==> src/rtl/fwd_hazard_unit_pkg.sv <==
`default_nettype none
// ============================================================================
//  Module   : fwd_pkg
//  Purpose  : Shared encodings for the forwarding / hazard unit: EX operand
//             select codes and the multi-cycle scoreboard state encoding.
//  Revision : 1.0  initial release
// ============================================================================
package fwd_pkg;

    // EX operand mux select codes; 2'b11 is never produced.
    localparam logic [1:0] FWD_REG   = 2'b00;  // register-file value
    localparam logic [1:0] FWD_EXMEM = 2'b01;  // bypass from EX/MEM
    localparam logic [1:0] FWD_MEMWB = 2'b10;  // bypass from MEM/WB

    // Multi-cycle unit tracker states.
    localparam int         MC_STATE_W = 2;
    localparam logic [1:0] MC_IDLE    = 2'b00;
    localparam logic [1:0] MC_BUSY    = 2'b01;
    localparam logic [1:0] MC_WB      = 2'b10;

endpackage : fwd_pkg
`default_nettype wire

==> src/rtl/fwd_hazard_unit_if.sv <==
`default_nettype none
// ============================================================================
//  Module   : fwd_hazard_unit_if
//  Purpose  : Bundle of pipeline-register taps and control outputs exchanged
//             between the pipeline datapath (master) and the hazard unit
//             (slave).
//  Revision : 1.0  initial release
// ============================================================================
interface fwd_hazard_unit_if #(
    parameter int REG_AW  = 5,
    parameter int NUM_SRC = 2,
    parameter int CNT_W   = 16
);

    // ID stage
    logic [NUM_SRC*REG_AW-1:0] id_rs_i;
    logic [NUM_SRC-1:0]        id_rs_used_i;
    logic [REG_AW-1:0]         id_rd_i;
    logic                      id_regwrite_i;
    logic                      id_is_mc_i;
    // EX stage (ID/EX register)
    logic [NUM_SRC*REG_AW-1:0] id_ex_rs_i;
    logic [REG_AW-1:0]         id_ex_rd_i;
    logic                      id_ex_regwrite_i;
    logic                      id_ex_memread_i;
    // MEM stage (EX/MEM register)
    logic [REG_AW-1:0]         ex_mem_rd_i;
    logic                      ex_mem_regwrite_i;
    // WB stage (MEM/WB register)
    logic [REG_AW-1:0]         mem_wb_rd_i;
    logic                      mem_wb_regwrite_i;
    // Multi-cycle issue and performance control
    logic                      mc_issue_i;
    logic [REG_AW-1:0]         mc_rd_i;
    logic                      perf_clr_i;
    // Outputs from the hazard unit
    logic [NUM_SRC*2-1:0]      fwd_sel_o;
    logic                      stall_o;
    logic                      bubble_o;
    logic                      mc_busy_o;
    logic                      mc_wb_o;
    logic [REG_AW-1:0]         mc_wb_rd_o;
    logic [CNT_W-1:0]          stall_cnt_o;
    logic                      err_o;

    // Pipeline side: drives the stage taps, consumes the controls.
    modport master (
        output id_rs_i, id_rs_used_i, id_rd_i, id_regwrite_i, id_is_mc_i,
               id_ex_rs_i, id_ex_rd_i, id_ex_regwrite_i, id_ex_memread_i,
               ex_mem_rd_i, ex_mem_regwrite_i, mem_wb_rd_i, mem_wb_regwrite_i,
               mc_issue_i, mc_rd_i, perf_clr_i,
        input  fwd_sel_o, stall_o, bubble_o, mc_busy_o, mc_wb_o, mc_wb_rd_o,
               stall_cnt_o, err_o
    );

    // Hazard unit side.
    modport slave (
        input  id_rs_i, id_rs_used_i, id_rd_i, id_regwrite_i, id_is_mc_i,
               id_ex_rs_i, id_ex_rd_i, id_ex_regwrite_i, id_ex_memread_i,
               ex_mem_rd_i, ex_mem_regwrite_i, mem_wb_rd_i, mem_wb_regwrite_i,
               mc_issue_i, mc_rd_i, perf_clr_i,
        output fwd_sel_o, stall_o, bubble_o, mc_busy_o, mc_wb_o, mc_wb_rd_o,
               stall_cnt_o, err_o
    );

endinterface : fwd_hazard_unit_if
`default_nettype wire

==> src/rtl/fwd_hazard_unit_mc_scoreboard.sv <==
`default_nettype none
// ============================================================================
//  Module   : mc_scoreboard
//  Purpose  : Tracks the single non-pipelined multi-cycle unit. Latches the
//             destination of the issuing op, counts a fixed execute latency,
//             then raises a one-cycle writeback strobe. Issues arriving while
//             the unit is occupied are dropped and flagged as a sticky error.
//  Revision : 1.0  initial release
// ============================================================================
module mc_scoreboard
    import fwd_pkg::*;
#(
    parameter int REG_AW = 5,
    parameter int MC_LAT = 4
) (
    input  wire logic              clk_i,
    input  wire logic              rst_i,      // asynchronous, active low
    input  wire logic              issue,
    input  wire logic [REG_AW-1:0] issue_rd,
    output logic                   busy,
    output logic [REG_AW-1:0]      pend_rd,
    output logic                   wb,
    output logic [REG_AW-1:0]      wb_rd,
    output logic                   err
);

    // Counter only needs to hold MC_LAT-1.
    localparam int LAT_W = (MC_LAT > 1) ? $clog2(MC_LAT) : 1;
    localparam logic [LAT_W-1:0] c_LAT_INIT = LAT_W'(MC_LAT - 1);

    logic [MC_STATE_W-1:0] r_state;
    logic [MC_STATE_W-1:0] w_state_nxt;
    logic [LAT_W-1:0]      r_cnt;
    logic [REG_AW-1:0]     r_pend_rd;
    logic                  r_err;

    logic w_idle;
    assign w_idle = (r_state == MC_IDLE);

    // State register; reset abandons any in-flight op.
    always_ff @(posedge clk_i or negedge rst_i) begin
        if (!rst_i) begin
            r_state <= MC_IDLE;
        end else begin
            r_state <= w_state_nxt;
        end
    end

    // Next-state: IDLE -> BUSY on issue, BUSY -> WB when latency expires, WB -> IDLE.
    always_comb begin
        w_state_nxt = r_state;
        case (r_state)
            MC_IDLE: if (issue)        w_state_nxt = MC_BUSY;
            MC_BUSY: if (r_cnt == '0)  w_state_nxt = MC_WB;
            MC_WB:                     w_state_nxt = MC_IDLE;
            default:                   w_state_nxt = MC_IDLE;
        endcase
    end

    // Latency counter, pending destination and sticky error flag.
    always_ff @(posedge clk_i or negedge rst_i) begin
        if (!rst_i) begin
            r_cnt     <= '0;
            r_pend_rd <= '0;
            r_err     <= 1'b0;
        end else begin
            if (w_idle && issue) begin
                r_cnt     <= c_LAT_INIT;
                r_pend_rd <= issue_rd;
            end else if ((r_state == MC_BUSY) && (r_cnt != '0)) begin
                r_cnt <= r_cnt - 1'b1;
            end
            // A second issue cannot be accepted by a non-pipelined unit.
            if (issue && !w_idle) begin
                r_err <= 1'b1;
            end
        end
    end

    // Outputs decoded from state; the strobe and its tag are zero outside WB.
    always_comb begin
        busy    = !w_idle;
        wb      = (r_state == MC_WB);
        wb_rd   = (r_state == MC_WB) ? r_pend_rd : '0;
        pend_rd = r_pend_rd;
        err     = r_err;
    end

endmodule : mc_scoreboard
`default_nettype wire

==> src/rtl/fwd_hazard_unit.sv <==
`default_nettype none
// ============================================================================
//  Module   : fwd_hazard_unit
//  Purpose  : EX operand forwarding for NUM_SRC read ports, load-use and
//             multi-cycle (RAW/WAW/structural) hazard detection driving the
//             PC/IF-ID hold and ID/EX bubble, plus a saturating stall counter.
//  Revision : 1.0  initial release
// ============================================================================
module fwd_hazard_unit
    import fwd_pkg::*;
#(
    parameter int REG_AW  = 5,
    parameter int NUM_SRC = 2,
    parameter int MC_LAT  = 4,
    parameter int CNT_W   = 16
) (
    input  wire logic         clk_i,
    input  wire logic         rst_i,      // asynchronous, active low
    fwd_hazard_unit_if.slave  bus
);

    logic [NUM_SRC-1:0] w_lu_hit;    // per-slot load-use match
    logic [NUM_SRC-1:0] w_raw_hit;   // per-slot match against the pending mc dest
    logic [1:0]         w_sel [NUM_SRC];

    logic               w_mc_busy;
    logic [REG_AW-1:0]  w_pend_rd;
    logic               w_mc_wb;
    logic [REG_AW-1:0]  w_mc_wb_rd;
    logic               w_mc_err;

    logic               w_lu;
    logic               w_mh;
    logic               w_waw;
    logic               w_stall;
    logic [CNT_W-1:0]   r_stall_cnt;

    // Per-slot forwarding select and hazard matches.
    for (genvar k = 0; k < NUM_SRC; k++) begin : g_src
        logic [REG_AW-1:0] w_ex_rs;
        logic [REG_AW-1:0] w_id_rs;
        logic              w_hit_exmem;
        logic              w_hit_memwb;

        assign w_ex_rs = bus.id_ex_rs_i[k*REG_AW +: REG_AW];
        assign w_id_rs = bus.id_rs_i[k*REG_AW +: REG_AW];

        // r0 is hard-wired to zero, so a write to it is never a bypass source.
        assign w_hit_exmem = bus.ex_mem_regwrite_i && (bus.ex_mem_rd_i != '0) &&
                             (bus.ex_mem_rd_i == w_ex_rs);
        assign w_hit_memwb = bus.mem_wb_regwrite_i && (bus.mem_wb_rd_i != '0) &&
                             (bus.mem_wb_rd_i == w_ex_rs);

        // The younger EX/MEM result wins over MEM/WB.
        assign w_sel[k] = w_hit_exmem ? FWD_EXMEM :
                          w_hit_memwb ? FWD_MEMWB : FWD_REG;

        assign w_lu_hit[k]  = bus.id_rs_used_i[k] && (w_id_rs == bus.id_ex_rd_i);
        assign w_raw_hit[k] = bus.id_rs_used_i[k] && (w_id_rs == w_pend_rd) &&
                              (w_pend_rd != '0);
    end

    // Pack per-slot selects onto the flat output bus.
    always_comb begin
        bus.fwd_sel_o = '0;
        for (int k = 0; k < NUM_SRC; k++) begin
            bus.fwd_sel_o[k*2 +: 2] = w_sel[k];
        end
    end

    mc_scoreboard #(
        .REG_AW (REG_AW),
        .MC_LAT (MC_LAT)
    ) u_mc_scoreboard (
        .clk_i    (clk_i),
        .rst_i    (rst_i),
        .issue    (bus.mc_issue_i),
        .issue_rd (bus.mc_rd_i),
        .busy     (w_mc_busy),
        .pend_rd  (w_pend_rd),
        .wb       (w_mc_wb),
        .wb_rd    (w_mc_wb_rd),
        .err      (w_mc_err)
    );

    // Hazard reduction: a load result is not bypassable until MEM completes,
    // and the mc unit blocks dependent, overwriting or competing ops until
    // its writeback cycle is over.
    always_comb begin
        w_lu    = bus.id_ex_memread_i && bus.id_ex_regwrite_i &&
                  (bus.id_ex_rd_i != '0) && (|w_lu_hit);
        w_waw   = bus.id_regwrite_i && (bus.id_rd_i == w_pend_rd) &&
                  (w_pend_rd != '0);
        w_mh    = w_mc_busy && (bus.id_is_mc_i || (|w_raw_hit) || w_waw);
        w_stall = w_lu || w_mh;
    end

    // Saturating stall-cycle counter; software clear takes priority.
    always_ff @(posedge clk_i or negedge rst_i) begin
        if (!rst_i) begin
            r_stall_cnt <= '0;
        end else if (bus.perf_clr_i) begin
            r_stall_cnt <= '0;
        end else if (w_stall && (r_stall_cnt != '1)) begin
            r_stall_cnt <= r_stall_cnt + 1'b1;
        end
    end

    // Drive the remaining control outputs.
    always_comb begin
        bus.stall_o     = w_stall;
        bus.bubble_o    = w_stall;
        bus.mc_busy_o   = w_mc_busy;
        bus.mc_wb_o     = w_mc_wb;
        bus.mc_wb_rd_o  = w_mc_wb_rd;
        bus.stall_cnt_o = r_stall_cnt;
        bus.err_o       = w_mc_err;
    end

endmodule : fwd_hazard_unit
`default_nettype wire

==> src/flat_wrapper.sv <==
// flat-port wrapper written by rule: the top's interface ports become plain ports
module fwd_hazard_unit_flat import fwd_pkg::*;
#(
    parameter int REG_AW  = 5,
    parameter int NUM_SRC = 2,
    parameter int MC_LAT  = 4,
    parameter int CNT_W   = 16
)
  (clk_i, rst_i, bus_id_rs_i, bus_id_rs_used_i, bus_id_rd_i, bus_id_regwrite_i, bus_id_is_mc_i, bus_id_ex_rs_i, bus_id_ex_rd_i, bus_id_ex_regwrite_i, bus_id_ex_memread_i, bus_ex_mem_rd_i, bus_ex_mem_regwrite_i, bus_mem_wb_rd_i, bus_mem_wb_regwrite_i, bus_mc_issue_i, bus_mc_rd_i, bus_perf_clr_i, bus_fwd_sel_o, bus_stall_o, bus_bubble_o, bus_mc_busy_o, bus_mc_wb_o, bus_mc_wb_rd_o, bus_stall_cnt_o, bus_err_o);
  fwd_hazard_unit_if #(.REG_AW(REG_AW), .NUM_SRC(NUM_SRC), .CNT_W(CNT_W)) bus_i ();
  input  wire logic clk_i;
  input  wire logic rst_i;
  input wire logic [$bits(bus_i.id_rs_i)-1:0] bus_id_rs_i;
  input wire logic [$bits(bus_i.id_rs_used_i)-1:0] bus_id_rs_used_i;
  input wire logic [$bits(bus_i.id_rd_i)-1:0] bus_id_rd_i;
  input wire logic [$bits(bus_i.id_regwrite_i)-1:0] bus_id_regwrite_i;
  input wire logic [$bits(bus_i.id_is_mc_i)-1:0] bus_id_is_mc_i;
  input wire logic [$bits(bus_i.id_ex_rs_i)-1:0] bus_id_ex_rs_i;
  input wire logic [$bits(bus_i.id_ex_rd_i)-1:0] bus_id_ex_rd_i;
  input wire logic [$bits(bus_i.id_ex_regwrite_i)-1:0] bus_id_ex_regwrite_i;
  input wire logic [$bits(bus_i.id_ex_memread_i)-1:0] bus_id_ex_memread_i;
  input wire logic [$bits(bus_i.ex_mem_rd_i)-1:0] bus_ex_mem_rd_i;
  input wire logic [$bits(bus_i.ex_mem_regwrite_i)-1:0] bus_ex_mem_regwrite_i;
  input wire logic [$bits(bus_i.mem_wb_rd_i)-1:0] bus_mem_wb_rd_i;
  input wire logic [$bits(bus_i.mem_wb_regwrite_i)-1:0] bus_mem_wb_regwrite_i;
  input wire logic [$bits(bus_i.mc_issue_i)-1:0] bus_mc_issue_i;
  input wire logic [$bits(bus_i.mc_rd_i)-1:0] bus_mc_rd_i;
  input wire logic [$bits(bus_i.perf_clr_i)-1:0] bus_perf_clr_i;
  output wire logic [$bits(bus_i.fwd_sel_o)-1:0] bus_fwd_sel_o;
  output wire logic [$bits(bus_i.stall_o)-1:0] bus_stall_o;
  output wire logic [$bits(bus_i.bubble_o)-1:0] bus_bubble_o;
  output wire logic [$bits(bus_i.mc_busy_o)-1:0] bus_mc_busy_o;
  output wire logic [$bits(bus_i.mc_wb_o)-1:0] bus_mc_wb_o;
  output wire logic [$bits(bus_i.mc_wb_rd_o)-1:0] bus_mc_wb_rd_o;
  output wire logic [$bits(bus_i.stall_cnt_o)-1:0] bus_stall_cnt_o;
  output wire logic [$bits(bus_i.err_o)-1:0] bus_err_o;
  assign bus_i.id_rs_i = bus_id_rs_i;
  assign bus_i.id_rs_used_i = bus_id_rs_used_i;
  assign bus_i.id_rd_i = bus_id_rd_i;
  assign bus_i.id_regwrite_i = bus_id_regwrite_i;
  assign bus_i.id_is_mc_i = bus_id_is_mc_i;
  assign bus_i.id_ex_rs_i = bus_id_ex_rs_i;
  assign bus_i.id_ex_rd_i = bus_id_ex_rd_i;
  assign bus_i.id_ex_regwrite_i = bus_id_ex_regwrite_i;
  assign bus_i.id_ex_memread_i = bus_id_ex_memread_i;
  assign bus_i.ex_mem_rd_i = bus_ex_mem_rd_i;
  assign bus_i.ex_mem_regwrite_i = bus_ex_mem_regwrite_i;
  assign bus_i.mem_wb_rd_i = bus_mem_wb_rd_i;
  assign bus_i.mem_wb_regwrite_i = bus_mem_wb_regwrite_i;
  assign bus_i.mc_issue_i = bus_mc_issue_i;
  assign bus_i.mc_rd_i = bus_mc_rd_i;
  assign bus_i.perf_clr_i = bus_perf_clr_i;
  assign bus_fwd_sel_o = bus_i.fwd_sel_o;
  assign bus_stall_o = bus_i.stall_o;
  assign bus_bubble_o = bus_i.bubble_o;
  assign bus_mc_busy_o = bus_i.mc_busy_o;
  assign bus_mc_wb_o = bus_i.mc_wb_o;
  assign bus_mc_wb_rd_o = bus_i.mc_wb_rd_o;
  assign bus_stall_cnt_o = bus_i.stall_cnt_o;
  assign bus_err_o = bus_i.err_o;
  fwd_hazard_unit #(.REG_AW(REG_AW), .NUM_SRC(NUM_SRC), .MC_LAT(MC_LAT), .CNT_W(CNT_W)) u_core (.clk_i(clk_i), .rst_i(rst_i), .bus(bus_i));
endmodule
==> config.mk <==
export PLATFORM = sky130hd
export DESIGN_NAME = fwd_hazard_unit_flat
export DESIGN_NICKNAME = d
export VERILOG_FILES = /design/src/rtl/fwd_hazard_unit_pkg.sv /design/src/rtl/fwd_hazard_unit_if.sv /design/src/rtl/fwd_hazard_unit_mc_scoreboard.sv /design/src/rtl/fwd_hazard_unit.sv /design/src/flat_wrapper.sv
export SDC_FILE = /design/constraint.sdc
export NUM_CORES = 1
export LEC_CHECK = 0
export CAP_MARGIN = 20
export CORE_AREA = 2 2 79 81
export DETAILED_ROUTE_END_ITERATION = 10
export DIE_AREA = 0 0 81 83
export GPL_ROUTABILITY_DRIVEN = 0
export PLACE_DENSITY = 0.78
export SLEW_MARGIN = 20
export SYNTH_ARGS = -nofsm -noshare
export SYNTH_HDL_FRONTEND = slang
export SYNTH_HIERARCHICAL = 1
export SYNTH_SLANG_ARGS = --single-unit
==> constraint.sdc <==
create_clock -name clk_i -period 5.93 [get_ports clk_i]
set_input_delay 0.593 -clock clk_i [delete_from_list [all_inputs] [get_ports clk_i]]
set_output_delay 0.593 -clock clk_i [all_outputs]
set_load 0.005 [all_outputs]
# Word-level counts from Yosys, hierarchy flattened
# Index checks and enable logic that the tools add are counted.
# word_totals
reg_bits,26
out_inout_bits,30
wordCells,71
# classes
add_sub_neg,2
n_eq_ne,14
muxes,12
n_reduce_logical,38
# ops
cell,count
$eq 5x5->1,9
$mux 16,2
$logic_and 1x1->1,22
$reduce_bool 5->1,4
$add 16x1->16 const B,1
$mux 2,8
$ne 16x16->1 const B,1
$reduce_bool 2->1,3
$mux 5,1
$logic_not 2->1,2
$ne 2x2->1 const B,2
$pmux 2 s2,1
$reduce_or 2->1,2
$logic_or 1x1->1,3
$eq 2x1->1 const B,1
$eq 2x2->1 const B,1
$reduce_and 2->1,1
$sub 2x1->2 const B,1
$logic_not 1->1,1

# Depth between registers and ports, before layout
# Gate-level depths: netlist of run 1.
# depth
ltp_word,11
depth_mapped,9
depth_no_buf,7

# Cells and area by module
# The synthesis of run 1 kept the hierarchy.
# modules_own_cells
module,instances,cells_each,area_per_inst_um2
fwd_hazard_unit,1,172,1532.7
mc_scoreboard,1,39,485.5

# Worst setup path before layout of run 1
# No wires, ideal clock.
# synth_timing
kind,register to output
from,reg u_core.u_mc_scoreboard.r_pend_rd[1] (netlist: u_core/u_mc_scoreboard/pend_rd[1])
to,out bus_stall_o
arrival_ps,1934
required_time_ps,5337
slack_ps,3403
stages_incl_launch_ff,7
n_path_buf,1
path_cell_list,dfrtp_1 -> or4_4 -> nor2_4 -> nor3_1 -> o41ai_4 -> nand2_1 -> buf_4
# synth_between
elab_chain_cells,8
elab_cells_between_ends,15
# synth_lines
item,line_no,rtl
from (decl),fwd_hazard_unit_mc_scoreboard.sv:34,logic [REG_AW-1:0] r_pend_rd;
from (signal assigned),fwd_hazard_unit_mc_scoreboard.sv:69,r_pend_rd <= issue_rd;
$eq 5x5->1,fwd_hazard_unit.sv:59,assign w_raw_hit[k] = bus.id_rs_used_i[k] && (w_id_rs == w_pend_rd) &&
$logic_and 1x1->1 (2 in series),fwd_hazard_unit.sv:59,
$reduce_or 2->1,fwd_hazard_unit.sv:94,w_mh = w_mc_busy && (bus.id_is_mc_i || (|w_raw_hit) || w_waw);
$logic_or 1x1->1,fwd_hazard_unit.sv:94,
$logic_or 1x1->1 *,fwd_hazard_unit.sv:94,
$logic_and 1x1->1 *,fwd_hazard_unit.sv:94,
$logic_or 1x1->1 *,fwd_hazard_unit.sv:95,w_stall = w_lu || w_mh;
to (decl),flat_wrapper.sv:30,output wire logic [$bits(bus_i.stall_o)-1:0] bus_stall_o;
# Mark *: on every way between the ends. The rest lies on a longest branch, timed or not.

# Worst setup path after layout of run 1
# layout_timing
from,in bus_ex_mem_rd_i[1]
to,out bus_fwd_sel_o[1]
# layout_between
elab_chain_cells,4
elab_cells_between_ends,5
# layout_lines
item,line_no,rtl
from (decl),flat_wrapper.sv:22,input wire logic [$bits(bus_i.ex_mem_rd_i)-1:0] bus_ex_mem_rd_i;
$reduce_bool 5->1,fwd_hazard_unit.sv:49,assign w_hit_exmem = bus.ex_mem_regwrite_i && (bus.ex_mem_rd_i != '0) &&
$logic_and 1x1->1,fwd_hazard_unit.sv:49,
$logic_and 1x1->1 *,fwd_hazard_unit.sv:49,
$mux 2 *,fwd_hazard_unit.sv:55,assign w_sel[k] = w_hit_exmem ? FWD_EXMEM :
to (decl),flat_wrapper.sv:29,output wire logic [$bits(bus_i.fwd_sel_o)-1:0] bus_fwd_sel_o;
# Marks and branches as above.

==> metrics.txt, run 1 <==
run status=finished clean; Synth warnings=6; 1st-iter DRT viols=23; Comb power frac=0.437; first-pass GRT wire length=roughly 8.4 mm; final worst slack=2.50 ns; Longest Clk Path Bufs=2; # clock sinks=26; largest net degree at the start of global routing=27; CP max FO=3; mux cell area share after synthesis=0.0608; Setup Skew=approximately 0.0055 ns; Hold WC Path Type=register to register; Die Y=83 um; DRC errors left=0; maximum vdd drop=roughly 0.26 mV; largest family of logic cells by synthesized area=simple AND/OR/NAND/NOR gates; sw power=around 0.24 mW; Post-Syn Instances=between 200 and 250; share of layout cells above drive strength 1=0.0884; sequential power share=0.400; P&R area growth vs syn=47.6%; Die Area=6720 um^2; Die Wd=81 um; grt ovf=0; Worst EP arrival=2.83 ns; Resize count post-CTS=0; vias per cell=4.99; Clock Latency Late Sink=between 0.2 and 0.3 ns; Internal=0.457 mW; Leakage=1.12 nW; post-synthesis compound-gate area fraction=0.0961; final hold viol count=0; post-detail-place hpwl=4.09 mm; Hold Buf Count CTS=0; WS Path Type=primary input to primary output; H-tree lvl count=1; Setup Buffers After CTS=0; TNS Setup=0 ns; I/O pins=87; Total GRT Usage=0.153; RSZ-0062 raised after global routing=no; # diodes=0; Fmax=292 MHz; fin crit share=0.578; most frequent cells in the layout=clkdlybuf4s50_1 (86), xnor2_1 (28), dfrtp_1 (26); row cnt=28; CTS tree=done; Routed WL=5.12 mm; pin slew with the least headroom to its limit=0.726 ns; Final ANT Viol Nets=0; number of global-route vias before repair=1886; core area=5820 um^2; Syn Nets=270; Slew headroom=0.514; Nets=354; post-synthesis cell area=just over 2000 um^2; clk slew on worst S/H paths=0.08 ns; DRT Pass-1 Iters=4; Setup violations, final=0; WL/cell=13.9 um; DP Worst Slack=2.55 ns; via count=1843; max-cap viol count=0; crit path launch type=primary input; Clk network pwr share=0.163; Synth Area in XOR/XNOR=0.226; effective utilization at floorplan=0.347; register area share after synthesis=0.322; Switching Fraction=0.346; Port Buf Inserts=86; Post-Synth Simple-Gate Area=0.246; Slew Limit Fails=0; Clock Root Buffer=clkbuf_8; Syn Area/Cell=about 9.6 um^2; CTS Buf Count=3; data required time of the worst path=around 5.3 ns; initial antenna violation count=0; Unique masters post-synth=39; Worst setup EP type=primary output; commonest non-fill, non-tap cell in the layout=clkdlybuf4s50_1; PwrDens=234 nW/um^2; post-synthesis adder-cell area fraction=0.0124; FF+latch count, synth=26; final period demand of the worst path=3.43 ns
synth_stat cells:
master     instances  area, um^2
or2_2              2        12.5
nand3_1           11        55.1
nor3_1             3        15.0
o221a_2            2        22.5
nor2_1            17        63.8
or4_1              5        37.5
mux2_1             2        22.5
and2b_2            1        8.76
nand3b_1           3        22.5
a21oi_2            2        17.5
o41ai_4            1        27.5
dfrtp_1           26         651
a211oi_1           3        22.5
nand4_1           10        62.6
o21ai_0            2        10.0
nor2_4             1        11.3
nor4_2             1        12.5
nor3b_4            1        18.8
a21oi_1            2        10.0
o211ai_1           1        7.51
or4_4              1        11.3
buf_4              3        22.5
a2111oi_0          3        26.3
a21o_1             4        30.0
a21bo_1            1        10.0
mux2i_1            1        10.0
nor4_1             6        37.5
nand2_1            7        26.3
mux2_2             8        90.1
and2_1             7        43.8
xnor2_1           28         245
o21ba_2            1        10.0
buf_6              2        22.5
ha_1               2        25.0
inv_1              5        18.8
clkbuf_1           3        11.3
and3_1             4        25.0
xor2_1            24         210
nor2b_1            5        31.3
worst max-delay path, cell delays in order:
cell and delay [ns]:
clkdlybuf4s50_1 0.46, or4_1 0.53, o21ai_0 0.25, nor4_1 0.13
nor4_1 0.31, clkdlybuf4s50_1 0.56
power groups by stage:
stage | Clock (mW) | Sequential (mW) | Combinational (mW)
detailed placement | 0 | 0.283 | 0.306
global route | 0.124 | 0.288 | 0.335
CTS | 0.118 | 0.280 | 0.308
global placement | 0 | 0.281 | 0.299
finish | 0.114 | 0.279 | 0.305
floorplan | 0 | 0.260 | 0.215
cell families (layout without fill, tap and decap cells):
| logic type | Yosys count | after routing |
|---|---|---|
| buf+inv | 13 | 96 |
| simple gates | 85 | 85 |
| flops | 26 | 26 |
| fa+ha+maj | 2 | 2 |
| mux | 11 | 11 |
| compound gates | 22 | 22 |
| xor+xnor | 52 | 52 |
worst paths after layout:
kind,from,end,slack [ns],cells after the start
min reg2reg,u_core/u_mc_scoreboard/err,u_core/u_mc_scoreboard/err,0.47,1
max,bus_ex_mem_rd_i[1],bus_fwd_sel_o[1],2.50,6
min,u_core/u_mc_scoreboard/err,u_core/u_mc_scoreboard/err,0.47,1
min in group asynchronous,rst_i,u_core/bus.stall_cnt_o[14],0.68,2
max in group asynchronous,rst_i,u_core/u_mc_scoreboard/pend_rd[2],4.99,2
max reg2reg,u_core/u_mc_scoreboard/pend_rd[1],u_core/bus.stall_cnt_o[11],3.17,7
per-layer routing:
layer  share of wire  wire length [um]  vias up  GRT usage
met5               0                 0        -          0
met4          0.0072                37        0     0.0324
met3           0.067               342        5     0.0228
met2            0.50              2570       53      0.273
met1            0.42              2170      870      0.191
li1                -                 -      915          -
through the flow:
stage | power, mW | hold WS [ns] | cells | utilization | area [um^2]
floorplan | 0.474 | 0.297 | 211 | - | 2020
finish | 0.698 | 0.475 | 369 | 0.512 | 2980
global route | 0.746 | 0.494 | 369 | 0.512 | 2980
CTS | 0.706 | 0.476 | 369 | 0.512 | 2980
detailed placement | 0.589 | 0.451 | 365 | 0.503 | 2920
global placement | 0.579 | 0.446 | 365 | 0.503 | 2920
final cells by class:
type / instances / area, um^2
Timing Repair Buffer: 87 / 868
Fill cell: 549 / 2840
Clock buffer: 4 / 55.1
Sequential cell: 26 / 651
Multi-Input combinational cell: 172 / 1290
Inverter: 5 / 18.8
Tap cell: 75 / 93.8
state kept, by name, summed over array words and instances, names as in the netlist:
name,cells
u_core/u_mc_scoreboard/pend_rd,5
u_core/u_mc_scoreboard/r_cnt,2
u_core/bus.stall_cnt_o,16
u_core/u_mc_scoreboard/r_state,2
u_core/u_mc_scoreboard/err,1
Note: power is estimated with default switching activity, not from simulation.
==> run 2: changes to the inputs <==
- clock period: 5.93 -> 3.42 ns (I/O delays scaled with it)
==> run 2 against run 1 <==
Net effect:
- clock skew down 0.0047 ns
- flip-flop and latch count did not move
- sequential share of layout area is 0.055 points lower
- critical path type is now register to primary output
- cell area grew 0.25%
- die area unchanged
- core utilization rose by 0.13 points
- first-iteration DRC count up 91%
- clock power increased by 73%
- worst setup slack got worse by 2.1 ns
- largest cell class unchanged
==> metrics.txt, run 2 (synthesis results as in run 1) <==
Hold Buf Count CTS=0; Leakage=between 1 and 1.5 nW; Comb power frac=0.443; grt ovf=0; pin slew with the least headroom to its limit=between 0.7 and 0.8 ns; first-pass GRT wire length=8.36 mm; P&R area growth vs syn=48.0%; Setup Buffers After CTS=0; Fmax=328 MHz; Hold WC Path Type=primary input to async pin; FF/Latch Area=651 um^2; number of global-route vias before repair=1855; Longest Clk Path Bufs=2; Largest register FFs=16; RSZ-0062 raised after global routing=no; Clock Latency Late Sink=0.26 ns; largest net degree at the start of global routing=27; maximum vdd drop=~0.42 mV; H-tree lvl count=1; TNS Setup=0 ns; vias per cell=~5.0; Final ANT Viol Nets=0; Slew headroom=0.501; I/O pins=87; Port Buf Inserts=86; Worst setup EP type=primary output; Setup Skew=0.000837 ns; WL/cell=approximately 14 um; Worst EP arrival=about 2.7 ns; max-cap viol count=0; run status=finished clean; commonest non-fill, non-tap cell in the layout=clkdlybuf4s50_1; Clk network pwr share=0.162; final period demand of the worst path=3.05 ns; Switching Fraction=0.345; CTS Buf Count=3; Routed WL=5.11 mm; area used by multi-input combinational logic=1290 um^2; core area=5820 um^2; Nets=between 300 and 400; initial antenna violation count=0; r2r startpoint=u_core/u_mc_scoreboard/pend_rd[1]; # diodes=0; Area after DPL=2930 um^2; most frequent cells in the layout=clkdlybuf4s50_1 (86), xnor2_1 (28), dfrtp_1 (26); sw power=0.420 mW; Slew Limit Fails=0; clk slew on worst S/H paths=~0.09 ns; CTS tree=done; R2R Setup Slk=0.76 ns; RR Endpoint=u_core/bus.stall_cnt_o[11]; 1st-iter DRT viols=44; Fill cells=561; data required time of the worst path=3.08 ns; WS Path Type=register to primary output; crit path launch type=register; post-route cell area=between 2000 and 3000 um^2; # clock sinks=26; final hold viol count=0; Die Wd=81 um; post-detail-place hpwl=4.11 mm; fin crit share=0.892; DRT Pass-1 Iters=4; PwrDens=408 nW/um^2; Resize count post-CTS=0; R2R depth=8; CP max FO=8; sequential power share=0.396; share of layout cells above drive strength 1=0.0915; Total GRT Usage=0.151; via count=1847; Setup violations, final=0; Die Area=about 6700 um^2; Internal=0.797 mW; DRC errors left=0; Clock Root Buffer=clkbuf_8; Die Y=roughly 83 um; row cnt=28; effective utilization at floorplan=0.347
## run 2: worst max-delay path by stage
stage,cells past startpoint,from,slack (ns),end
after floorplan,8,u_core/u_mc_scoreboard/pend_rd[1],0.97,u_core/bus.stall_cnt_o[13]
after global routing,6,u_core/u_mc_scoreboard/pend_rd[1],0.18,bus_bubble_o
after CTS,6,u_core/u_mc_scoreboard/pend_rd[1],0.35,bus_stall_o
after global placement,6,bus_ex_mem_rd_i[1],0.63,bus_fwd_sel_o[3]
after detailed placement,6,bus_ex_mem_rd_i[1],0.54,bus_fwd_sel_o[1]
final,6,u_core/u_mc_scoreboard/pend_rd[1],0.37,bus_stall_o
## run 2: power by group through the flow
stage          clock network, mW  logic (mW)  registers [mW]
4_1_cts                    0.204       0.543           0.482
2_1_floorplan                  0       0.372           0.450
3_5_place_dp                   0       0.541           0.488
6_report                   0.197       0.539           0.481
3_3_place_gp                   0       0.525           0.486
5_1_grt                    0.216       0.596           0.498
## run 2: cell type report
class | instances | share of cell area
Tap cell | 75 | 0.0314
Multi-Input combinational cell | 172 | 0.433
Clock buffer | 4 | 0.0184
Sequential cell | 26 | 0.218
Inverter | 5 | 0.00628
Timing Repair Buffer | 88 | 0.293
## run 2: critical path, stage by stage, from the launching register on
cell and delay, ns:
dfrtp_1 0.48, or4_4 0.58, nor2_4 0.12, nor3_1 0.09, o41ai_4 0.54, nand2_1 0.17
clkdlybuf4s50_1 0.48
## run 2: layer usage
| layer | wire length, um | global-route usage | vias up | part of all wire |
|---|---|---|---|---|
| met5 | 0 | 0 | - | 0 |
| met4 | 18 | 0.0324 | 0 | 0.0035 |
| met2 | 2520 | 0.262 | 48 | 0.49 |
| met1 | 2290 | 0.198 | 879 | 0.45 |
| li1 | - | - | 918 | - |
| met3 | 278 | 0.0196 | 2 | 0.054 |
## run 2: through the flow
step           cells  setup slack, ns  total power, mW  hold WS, ns   util
2_1_floorplan    211            0.967            0.822       0.0464      -
3_3_place_gp     366            0.631             1.01        0.447  0.504
3_5_place_dp     366            0.544             1.03        0.451  0.504
4_1_cts          370            0.348             1.23        0.442  0.514
5_1_grt          370            0.184             1.31        0.472  0.514
6_report         370            0.371             1.22        0.431  0.514
